--- config.mk ---
export PLATFORM = sky130hd
export DESIGN_NAME = dmem_arbiter_flat
export DESIGN_NICKNAME = d
export VERILOG_FILES = /design/src/rtl/dmem_pkg.sv /design/src/rtl/dmem_arbiter_if.sv /design/src/rtl/load_extend.sv /design/src/rtl/dmem_arbiter.sv /design/src/flat_wrapper.sv
export SDC_FILE = /design/constraint.sdc
export NUM_CORES = 1
export LEC_CHECK = 0
export BUFFER_PORTS_ARGS = -buffer_cell sky130_fd_sc_hd__clkbuf_2
export CELL_PAD_IN_SITES_DETAIL_PLACEMENT = 0
export CELL_PAD_IN_SITES_GLOBAL_PLACEMENT = 1
export CORE_ASPECT_RATIO = 1.1
export CORE_MARGIN = 2
export CORE_UTILIZATION = 29
export DETAILED_ROUTE_END_ITERATION = 10
export PLACE_DENSITY_LB_ADDON = 0.1
export SLEW_MARGIN = 20
export SYNTH_ARGS = -nofsm -noshare
export SYNTH_HDL_FRONTEND = slang
export SYNTH_SLANG_ARGS = --single-unit
export TNS_END_PERCENT = 5
--- constraint.sdc ---
create_clock -name clk -period 1.78 [get_ports clk]
set_input_delay 0 -clock clk [delete_from_list [all_inputs] [get_ports clk]]
set_output_delay 0 -clock clk [all_outputs]
set_load 0.1 [all_outputs]
--- src/rtl/dmem_pkg.sv ---
// Shared encodings and helpers for the data-memory arbiter and load extension.
package dmem_pkg;

   localparam logic [1:0] TYPE_WORD    = 2'd0;
   localparam logic [1:0] TYPE_HALF    = 2'd1;
   localparam logic [1:0] TYPE_BYTE    = 2'd2;
   localparam logic [1:0] TYPE_ILLEGAL = 2'd3;

   localparam logic [1:0] ST_IDLE   = 2'd0;
   localparam logic [1:0] ST_ACCESS = 2'd1;
   localparam logic [1:0] ST_RESP   = 2'd2;

   // Latched command; the address is kept separately because its width is a parameter.
   typedef struct packed {
      logic        port;
      logic        we;
      logic [31:0] wdata;
      logic [1:0]  dtype;
      logic        uns;
      logic        err;
   } cmd_t;

   function automatic logic misaligned(input logic [1:0] dtype, input logic [1:0] addr_lo);
      return ((dtype == TYPE_WORD) && (addr_lo != 2'b00)) ||
             ((dtype == TYPE_HALF) && addr_lo[0]);
   endfunction

endpackage

--- src/rtl/dmem_arbiter_if.sv ---
// One requester port of the data-memory arbiter.
// dtype: 0 word, 1 half, 2 byte, 3 illegal. is_unsigned selects zero-extension of loads.
interface dmem_arbiter_if #(
   parameter int ADDR_W = 10
) ();
   logic              req;
   logic              we;
   logic [ADDR_W-1:0] addr;
   logic [31:0]       wdata;
   logic [1:0]        dtype;
   logic              is_unsigned;
   logic              gnt;
   logic              done;
   logic [31:0]       rdata;
   logic              err;

   modport master (
      output req, we, addr, wdata, dtype, is_unsigned,
      input  gnt, done, rdata, err
   );

   modport slave (
      input  req, we, addr, wdata, dtype, is_unsigned,
      output gnt, done, rdata, err
   );
endinterface

--- src/rtl/load_extend.sv ---
// Extracts the low byte/half of right-aligned memory read data and extends it.
// Also used by the CPU writeback path.
module load_extend
   import dmem_pkg::*;
(
   input  logic [31:0] data,
   input  logic [1:0]  dtype,
   input  logic        is_unsigned,
   output logic [31:0] result
);

   // Select width and fill bits for the extension.
   always_comb begin
      result = 32'd0;
      case (dtype)
         TYPE_WORD: result = data;
         TYPE_HALF: result = {{16{~is_unsigned & data[15]}}, data[15:0]};
         TYPE_BYTE: result = {{24{~is_unsigned & data[7]}}, data[7:0]};
         default:   result = 32'd0;
      endcase
   end

endmodule

--- src/rtl/dmem_arbiter.sv ---
// Two-port arbiter/sequencer in front of the synchronous 1 KiB data memory.
// Port 0 is the CPU load/store unit, port 1 the debug/loader master.
//
//   state     | meaning
//   ----------+---------------------------------------------------------------
//   ST_IDLE   | no access in flight; arbitrate on any req
//   ST_ACCESS | memory strobes driven from cmd for exactly one cycle
//   ST_RESP   | done/err/rdata for cmd.port; arbitrate for the next access
module dmem_arbiter
   import dmem_pkg::*;
#(
   parameter int ADDR_W      = 10,
   parameter bit RR_EN       = 1'b1,
   parameter bit ALIGN_CHECK = 1'b1
) (
   input  logic              clk,
   input  logic              rst,
   dmem_arbiter_if.slave     p0,
   dmem_arbiter_if.slave     p1,
   output logic [ADDR_W-1:0] mem_addr,
   output logic [31:0]       mem_wdata,
   output logic              mem_read,
   output logic              mem_write,
   output logic [1:0]        mem_type,
   input  logic [31:0]       mem_rdata
);

   logic [1:0]        state;
   cmd_t              cmd;
   logic [ADDR_W-1:0] cmd_addr;
   logic [1:0]        gnt_q;
   logic [1:0]        done_q;
   logic              last_port;

   logic              arb_point;
   logic              any_req;
   logic              win;
   logic              sel_we;
   logic [ADDR_W-1:0] sel_addr;
   logic [31:0]       sel_wdata;
   logic [1:0]        sel_dtype;
   logic              sel_uns;
   logic              sel_err;
   logic              in_access;
   logic              rd_ok;
   logic [31:0]       ext_data;

   assign arb_point = (state == ST_IDLE) || (state == ST_RESP);
   assign any_req   = p0.req | p1.req;

   // Winner select: on a tie, round-robin favours the port not granted last.
   always_comb begin
      win = p1.req;
      if (p0.req && p1.req) begin
         win = RR_EN ? ~last_port : 1'b0;
      end
   end

   // Mux the winning port's fields and classify the access.
   always_comb begin
      sel_we    = win ? p1.we          : p0.we;
      sel_addr  = win ? p1.addr        : p0.addr;
      sel_wdata = win ? p1.wdata       : p0.wdata;
      sel_dtype = win ? p1.dtype       : p0.dtype;
      sel_uns   = win ? p1.is_unsigned : p0.is_unsigned;
      sel_err   = (sel_dtype == TYPE_ILLEGAL) ||
                  (ALIGN_CHECK && misaligned(sel_dtype, sel_addr[1:0]));
   end

   // Sequencer, command register, and registered gnt/done pulses.
   always_ff @(posedge clk) begin
      if (rst) begin
         state     <= ST_IDLE;
         cmd       <= '0;
         cmd_addr  <= '0;
         gnt_q     <= 2'b00;
         done_q    <= 2'b00;
         last_port <= 1'b1;
      end else begin
         gnt_q  <= 2'b00;
         done_q <= 2'b00;
         case (state)
            ST_IDLE, ST_RESP: begin
               if (any_req) begin
                  state       <= ST_ACCESS;
                  cmd.port    <= win;
                  cmd.we      <= sel_we;
                  cmd.wdata   <= sel_wdata;
                  cmd.dtype   <= sel_dtype;
                  cmd.uns     <= sel_uns;
                  cmd.err     <= sel_err;
                  cmd_addr    <= sel_addr;
                  gnt_q[win]  <= 1'b1;
                  last_port   <= win;
               end else begin
                  state <= ST_IDLE;
               end
            end
            ST_ACCESS: begin
               state           <= ST_RESP;
               done_q[cmd.port] <= 1'b1;
            end
            default: state <= ST_IDLE;
         endcase
      end
   end

   // The strobes see rst directly so a reset landing in ACCESS cannot commit a store.
   assign in_access = (state == ST_ACCESS) && !rst;
   assign mem_read  = in_access && !cmd.we && !cmd.err;
   assign mem_write = in_access &&  cmd.we && !cmd.err;
   assign mem_addr  = cmd_addr;
   assign mem_wdata = cmd.wdata;
   assign mem_type  = cmd.dtype;

   load_extend u_load_extend (
      .data        (mem_rdata),
      .dtype       (cmd.dtype),
      .is_unsigned (cmd.uns),
      .result      (ext_data)
   );

   assign rd_ok = !cmd.we && !cmd.err;

   assign p0.gnt   = gnt_q[0];
   assign p1.gnt   = gnt_q[1];
   assign p0.done  = done_q[0];
   assign p1.done  = done_q[1];
   assign p0.err   = done_q[0] && cmd.err;
   assign p1.err   = done_q[1] && cmd.err;
   assign p0.rdata = (done_q[0] && rd_ok) ? ext_data : 32'd0;
   assign p1.rdata = (done_q[1] && rd_ok) ? ext_data : 32'd0;

endmodule

--- src/flat_wrapper.sv ---
// flat-port wrapper written by rule: the top's interface ports become plain ports
module dmem_arbiter_flat import dmem_pkg::*;
#(
   parameter int ADDR_W      = 10,
   parameter bit RR_EN       = 1'b1,
   parameter bit ALIGN_CHECK = 1'b1
)
  (clk, rst, mem_addr, mem_wdata, mem_read, mem_write, mem_type, mem_rdata, p0_req, p0_we, p0_addr, p0_wdata, p0_dtype, p0_is_unsigned, p0_gnt, p0_done, p0_rdata, p0_err, p1_req, p1_we, p1_addr, p1_wdata, p1_dtype, p1_is_unsigned, p1_gnt, p1_done, p1_rdata, p1_err);
  dmem_arbiter_if #(.ADDR_W(ADDR_W)) p0_i ();
  dmem_arbiter_if #(.ADDR_W(ADDR_W)) p1_i ();
  input  logic clk;
  input  logic rst;
  output logic [ADDR_W-1:0] mem_addr;
  output logic [31:0] mem_wdata;
  output logic mem_read;
  output logic mem_write;
  output logic [1:0] mem_type;
  input  logic [31:0] mem_rdata;
  input wire logic [$bits(p0_i.req)-1:0] p0_req;
  input wire logic [$bits(p0_i.we)-1:0] p0_we;
  input wire logic [$bits(p0_i.addr)-1:0] p0_addr;
  input wire logic [$bits(p0_i.wdata)-1:0] p0_wdata;
  input wire logic [$bits(p0_i.dtype)-1:0] p0_dtype;
  input wire logic [$bits(p0_i.is_unsigned)-1:0] p0_is_unsigned;
  output wire logic [$bits(p0_i.gnt)-1:0] p0_gnt;
  output wire logic [$bits(p0_i.done)-1:0] p0_done;
  output wire logic [$bits(p0_i.rdata)-1:0] p0_rdata;
  output wire logic [$bits(p0_i.err)-1:0] p0_err;
  input wire logic [$bits(p1_i.req)-1:0] p1_req;
  input wire logic [$bits(p1_i.we)-1:0] p1_we;
  input wire logic [$bits(p1_i.addr)-1:0] p1_addr;
  input wire logic [$bits(p1_i.wdata)-1:0] p1_wdata;
  input wire logic [$bits(p1_i.dtype)-1:0] p1_dtype;
  input wire logic [$bits(p1_i.is_unsigned)-1:0] p1_is_unsigned;
  output wire logic [$bits(p1_i.gnt)-1:0] p1_gnt;
  output wire logic [$bits(p1_i.done)-1:0] p1_done;
  output wire logic [$bits(p1_i.rdata)-1:0] p1_rdata;
  output wire logic [$bits(p1_i.err)-1:0] p1_err;
  assign p0_i.req = p0_req;
  assign p0_i.we = p0_we;
  assign p0_i.addr = p0_addr;
  assign p0_i.wdata = p0_wdata;
  assign p0_i.dtype = p0_dtype;
  assign p0_i.is_unsigned = p0_is_unsigned;
  assign p0_gnt = p0_i.gnt;
  assign p0_done = p0_i.done;
  assign p0_rdata = p0_i.rdata;
  assign p0_err = p0_i.err;
  assign p1_i.req = p1_req;
  assign p1_i.we = p1_we;
  assign p1_i.addr = p1_addr;
  assign p1_i.wdata = p1_wdata;
  assign p1_i.dtype = p1_dtype;
  assign p1_i.is_unsigned = p1_is_unsigned;
  assign p1_gnt = p1_i.gnt;
  assign p1_done = p1_i.done;
  assign p1_rdata = p1_i.rdata;
  assign p1_err = p1_i.err;
  dmem_arbiter #(.ADDR_W(ADDR_W), .RR_EN(RR_EN), .ALIGN_CHECK(ALIGN_CHECK)) u_core (.clk(clk), .rst(rst), .p0(p0_i), .p1(p1_i), .mem_addr(mem_addr), .mem_wdata(mem_wdata), .mem_read(mem_read), .mem_write(mem_write), .mem_type(mem_type), .mem_rdata(mem_rdata));
endmodule
# Word-level counts from Yosys, hierarchy flattened
# Index checks and enable logic that the tools add are counted.
# Widths: inputs -> output; s select.
totals:
  ff_bits: 55
  output_inout_bits: 116
  wordCells: 72
classes:
  n_lt_le_gt_ge: 4
  n_eq_ne: 6
  muxes: 15
  n_bitwise: 8
  n_reduce_logical: 28
op_table:
  columns: ["op", "count"]
  rows:
  - ["$mux 32", 3]
  - ["$pmux 32 s3", 1]
  - ["$logic_and 1x1->1", 15]
  - ["$mux 10", 1]
  - ["$eq 2x1->1 const B", 3]
  - ["$eq 2x2->1 const B", 3]
  - ["$logic_not 2->1", 3]
  - ["$mux 1", 6]
  - ["$not 1->1", 5]
  - ["$lt 1x2->1 const B", 2]
  - ["$pmux 2 s2", 1]
  - ["$reduce_or 2->1", 2]
  - ["$logic_not 1->1", 3]
  - ["$reduce_or 3->1", 1]
  - ["$and 1x1->1", 2]
  - ["$demux 1 s1", 2]
  - ["$ge 1x1->1 const B", 2]
  - ["$logic_or 1x1->1", 2]
  - ["$mux 2", 1]
  - ["$reduce_and 2->1", 1]
  - ["$reduce_bool 2->1", 1]
  - ["$or 1x1->1", 1]

# Logic depth before layout (Yosys ltp)
logic_depth:
  depth_word: 7
  ltp_mapped: 6

# Modules after synthesis
# Synthesis repeated with hierarchy kept, for this count alone.
unflattened:
  cells_unflattened: 403
  hier_area_um2: 3577.2
modules_own_cells:
  columns: ["module", "instances", "cells_per_inst", "area_each_um2", "seq_area_each_um2"]
  rows:
  - ["dmem_arbiter", 1, 352, 3219.3, 1101.1]
  - ["load_extend", 1, 51, 357.8, 0.0]

# Least setup slack after synthesis
# OpenSTA, ideal clock, no wires.
synth_timing:
  kind: "register -> output"
  start: "register u_core.done_q[0]"
  end: "output p0_rdata[27]"
  arrival_ns: 2.918
  t_required_ns: 1.780
  setup_slack_ns: -1.138
  stages_incl_launch_ff: 4
  path_buffers: 1
  path_cell_list: "dfxtp_1 -> nand2_1 -> clkbuf_1 -> a21oi_1"
synth_between:
  elab_chain_len: 2
synth_lines:
  columns: ["item", "line", "rtl"]
  rows:
  - ["start, declared", "dmem_arbiter.sv:32", "logic [1:0] done_q;"]
  - ["start signal, assigned", "dmem_arbiter.sv:77", "done_q <= 2'b00;"]
  - ["start signal, assigned", "dmem_arbiter.sv:81", "done_q <= 2'b00;"]
  - ["start signal, assigned by index", "dmem_arbiter.sv:101", "done_q[cmd.port] <= 1'b1;"]
  - ["$logic_and 1x1->1", "dmem_arbiter.sv:131", "assign p0.rdata = (done_q[0] && rd_ok) ? ext_data : 32'd0;"]
  - ["$mux 32", "dmem_arbiter.sv:131", null]
  - ["end, declared", "flat_wrapper.sv:27", "output wire logic [$bits(p0_i.rdata)-1:0] p0_rdata;"]
# Every way passes these cells.

# Worst setup path after layout
layout_timing:
  start: "register, netlist name u_core.mem_type[0]"
  end: "output p1_rdata[18]"
layout_between:
  elab_chain_len: 3
  word_cells_on_any_way: 5
  cone_classes: "eq/ne (2); mux (2); reduce/logical (1)"
layout_lines:
  columns: ["item", "line", "rtl"]
  rows:
  - ["$eq 2x2->1 (tied with other cells)", "load_extend.sv:15", "case (dtype)"]
  - ["$pmux 32 s3 (*)", "load_extend.sv:15", null]
  - ["$mux 32 (*)", "dmem_arbiter.sv:132", "assign p1.rdata = (done_q[1] && rd_ok) ? ext_data : 32'd0;"]
  - ["end, declared", "flat_wrapper.sv:37", "output wire logic [$bits(p1_i.rdata)-1:0] p1_rdata;"]
# Every way passes the cells marked *; elsewhere a longest branch is shown, timed or not.

==> reports/qor.yml <==
run_status:
  outcome: "complete, no violations"
timing:
  max_freq_mhz: 598
  relSlewSlack_pct: 61.4
  finClkSkew_ps: 10.1
  worst_slack_ps: 109
  rsz0062_at_grt: "no"
  tightest_slew_ps: 581
  fin_crit_ps: 1670
  setup_viol_count_final: 0
  finalMaxSlewViolations: 0
  hold_viol: 0
  fin_crit_sh_pct: 93.9
synth:
  postSynthCellCount: 397
  synth.cell_area_um2: 3180
  async_flop_share_pct: 0
  synthesis.nets: 525
  synth_adder_area_share_pct: 0
  synthDistinctLibCells: 29
  yosysWarnings: 0
  synth_xor_area_share_pct: 0
  synth-simple-area-share_pct: 16.7
  ys_seq_elements: 55
  synth_top_family_by_area: "compound AO/OA/AOI/OAI gates"
  synth_area_per_cell_um2: 8.00
  ys_seq_area_share_pct: 34.7
  synthMuxAreaShare_pct: 14.5
  synth_compound_area_share_pct: 19.8
  synth-edff-count: 0
  ys.flop_type: "dfxtp_1"
floorplanning:
  initial_utilization_pct: 29.4
  rows: 40
  die_y_um: 114
  die_x_um: 104
  io_pins: 244
  die_area_um2: 11800
  core_area_um2: 10800
hold_path:
  min_from: "p0_wdata[15]"
  min_to: "u_core.mem_wdata[15]$_SDFFE_PP0P_"
  min_path_type: "input port to flip-flop"
  hold_depth: 3
placed_design:
  io_buffers: 243
  post-place-ws_ps: 282
  globalplace.congestion: 0.817
  hpwl_mm: 8.87
setup_path:
  worstPathRequired_ps: 1780
  crit_arrival_ps: 1670
  crit_type: "flip-flop to output port"
  rr_startpoint: "u_core.last_port$_SDFFE_PP1P_"
  rr_worst_depth: 4
  startpoint_type: "flip-flop"
  reg2reg_slack_ps: 360
  crit_path_end_kind: "output port"
  crit_fanout: 32
  timing.rr.end: "u_core.mem_addr[9]$_SDFFE_PP0P_"
  crit_start: "u_core.mem_type[0]$_SDFFE_PP0P_"
cells_and_area:
  syn_to_final_growth_pct: 78.0
  final-seq-area_um2: 1110
  fillers: 1045
  drive_gt1_share_pct: 56.5
  antenna-diode-count: 0
  finalNetCount: 718
  multi_input_area_um2: 1860
clock_network:
  cts_tree: "yes"
  clk-insertion-delay-late_ps: 290
  htree_levels: 2
  cts_buffers: 5
  postCtsSetupBuffers: 0
  path_clk_slew_ps: 70
  cts_root_buf: "clkbuf_16"
  cts_buffer_depth: 2
  clock-sinks: 55
power_and_ir_drop:
  p_comb_share_pct: 42.9
  clkPwrFrac_pct: 25.2
  ir_worst_vdd_mv: 0.500
  swShare_pct: 43.8
  power_density_nw_per_um2: 787
  power_switching_mw: 1.95
  internal-power_mw: 2.50
  power_frac_seq_pct: 32.0
  fin_total_pwr_mw: 4.45
  p_leak_nw: 2.52
drt:
  antenna_left: 0
  vias: 3370
  detail_route.first_pass.iterations: 4
  post_drt_via_cell_ratio: 4.57
  drt_iter0_drc: 106
  drc: 0
  wl_per_cell_um: 14.7
  drt-total-wl_mm: 10.8
grt:
  grt_overflow_total: 0
  grt_pass1_wl_mm: 17.0
  grt_usage_pct: 18.0
  grt_max_degree: 53
  grt_pass1_vias: 3056
  antenna_found_initial: 1
flow_run:
  maxCapViolCount: 0
[worst max-delay path: stages (launching register included)]
cell and delay [ps]:
dfxtp_1 430, nand3b_1 100, a21o_1 200, buf_6 220, a21oi_2 230, buf_12 200
[how the worst max path moves through the flow]
stage	end	depth (start not counted)
final	p1_rdata[18]	5
after global routing	p1_rdata[18]	5
after CTS	p1_rdata[18]	5
after detailed placement	p1_rdata[18]	5
after global placement	p0_rdata[31]	5
after floorplan	mem_read	3
[flip-flops by register name, indices dropped and copies added, names as in the netlist]
register,count
u_core.done_q,2
u_core.cmd,4
u_core.mem_addr,10
u_core.gnt_q,2
u_core.mem_wdata,32
u_core.last_port,1
u_core.state,2
u_core.mem_type,2
[synth_stat cells, types with 3 or more instances]
master | count | share of area [%]
nor2_1 | 86 | 10
dfxtp_1 | 55 | 35
a211oi_1 | 46 | 11
mux2i_1 | 46 | 14
a21oi_1 | 41 | 6.5
buf_4 | 37 | 8.7
nand2_1 | 30 | 3.5
clkbuf_1 | 14 | 1.7
buf_2 | 10 | 1.6
buf_6 | 5 | 1.8
nand2b_1 | 3 | 0.59
[what timing repair did]
item | 4_1_cts | 5_1_grt
endpoints found under the setup margin | 30 | 49
hold buffers | 0 | 0
resized for setup | 1 | 3
[power groups by stage]
stage                     Clock, mW  Combinational (mW)  Sequential [mW]
final                          1.12                1.91             1.42
after detailed placement          0                1.92             1.45
after global placement            0                1.91             1.45
after global routing           1.20                2.01             1.44
after CTS                      1.16                1.92             1.42
after floorplan                   0                1.38             1.63
[final cells by class]
type | count | area share (%)
clock buffer | 6 | 2.28
clock inverter | 2 | 0.686
inverter | 3 | 0.199
multi-input combinational | 271 | 32.9
sequential | 55 | 19.6
tap | 147 | 3.25
timing repair buffer | 254 | 41.1
[per-layer routing]
layer | global-route usage [%] | vias to the layer above | share of wire (%)
met5 | 0 | - | 0.12
met4 | 5.32 | 2 | 2.0
met3 | 4.74 | 14 | 6.9
met2 | 31.6 | 137 | 51
met1 | 21.8 | 1486 | 40
li1 | - | 1731 | -
[through the flow]
stage	area, um2	hold slack [ps]	instances	utilization [%]	setup TNS, ps
after floorplan	3400	175	397	-	-25820
after global placement	5470	319	730	50.6	0
after detailed placement	5470	333	730	50.6	0
after CTS	5640	14.3	738	52.2	0
after global routing	5650	35.3	738	52.3	0
final	5650	19.5	738	52.3	0
[layout by cell type, fill, tap and decap left out]
cell type / synthesis / final
nor3_1: 2 / 2
a21boi_4: 0 / 1
o21ba_4: 0 / 1
and2_1: 2 / 2
dfxtp_2: 0 / 1
o311ai_1: 1 / 1
buf_6: 5 / 3
nor4bb_1: 1 / 1
and3_1: 1 / 1
buf_12: 0 / 68
inv_6: 0 / 1
a21o_1: 1 / 1
nor2_2: 0 / 32
a221o_1: 1 / 1
clkbuf_1: 14 / 1
nor3b_2: 0 / 1
dfxtp_1: 55 / 53
a21oi_1: 41 / 9
nor2b_1: 1 / 1
mux2i_1: 46 / 46
buf_4: 37 / 6
o21bai_1: 1 / 1
bufinv_16: 0 / 1
inv_1: 2 / 2
a21oi_4: 0 / 2
a21oi_2: 0 / 30
a311oi_2: 1 / 1
dfxtp_4: 0 / 1
nand2_1: 30 / 28
inv_2: 1 / 1
a211oi_1: 46 / 46
nand2_2: 0 / 2
nand3b_1: 2 / 2
a211o_1: 1 / 1
nor2_1: 86 / 54
clkbuf_2: 0 / 177
clkbuf_16: 0 / 5
nor3b_1: 2 / 1
nand2b_1: 3 / 3
[logic make-up (layout without fill, tap and decap cells)]
group,Yosys count,count (layout)
flip-flops,55,55
AND/OR/NAND/NOR,130,130
buffers and inverters,71,265
AO/OA/AOI/OAI,95,95
multiplexers,46,46
(Power assumes the default switching activity.)
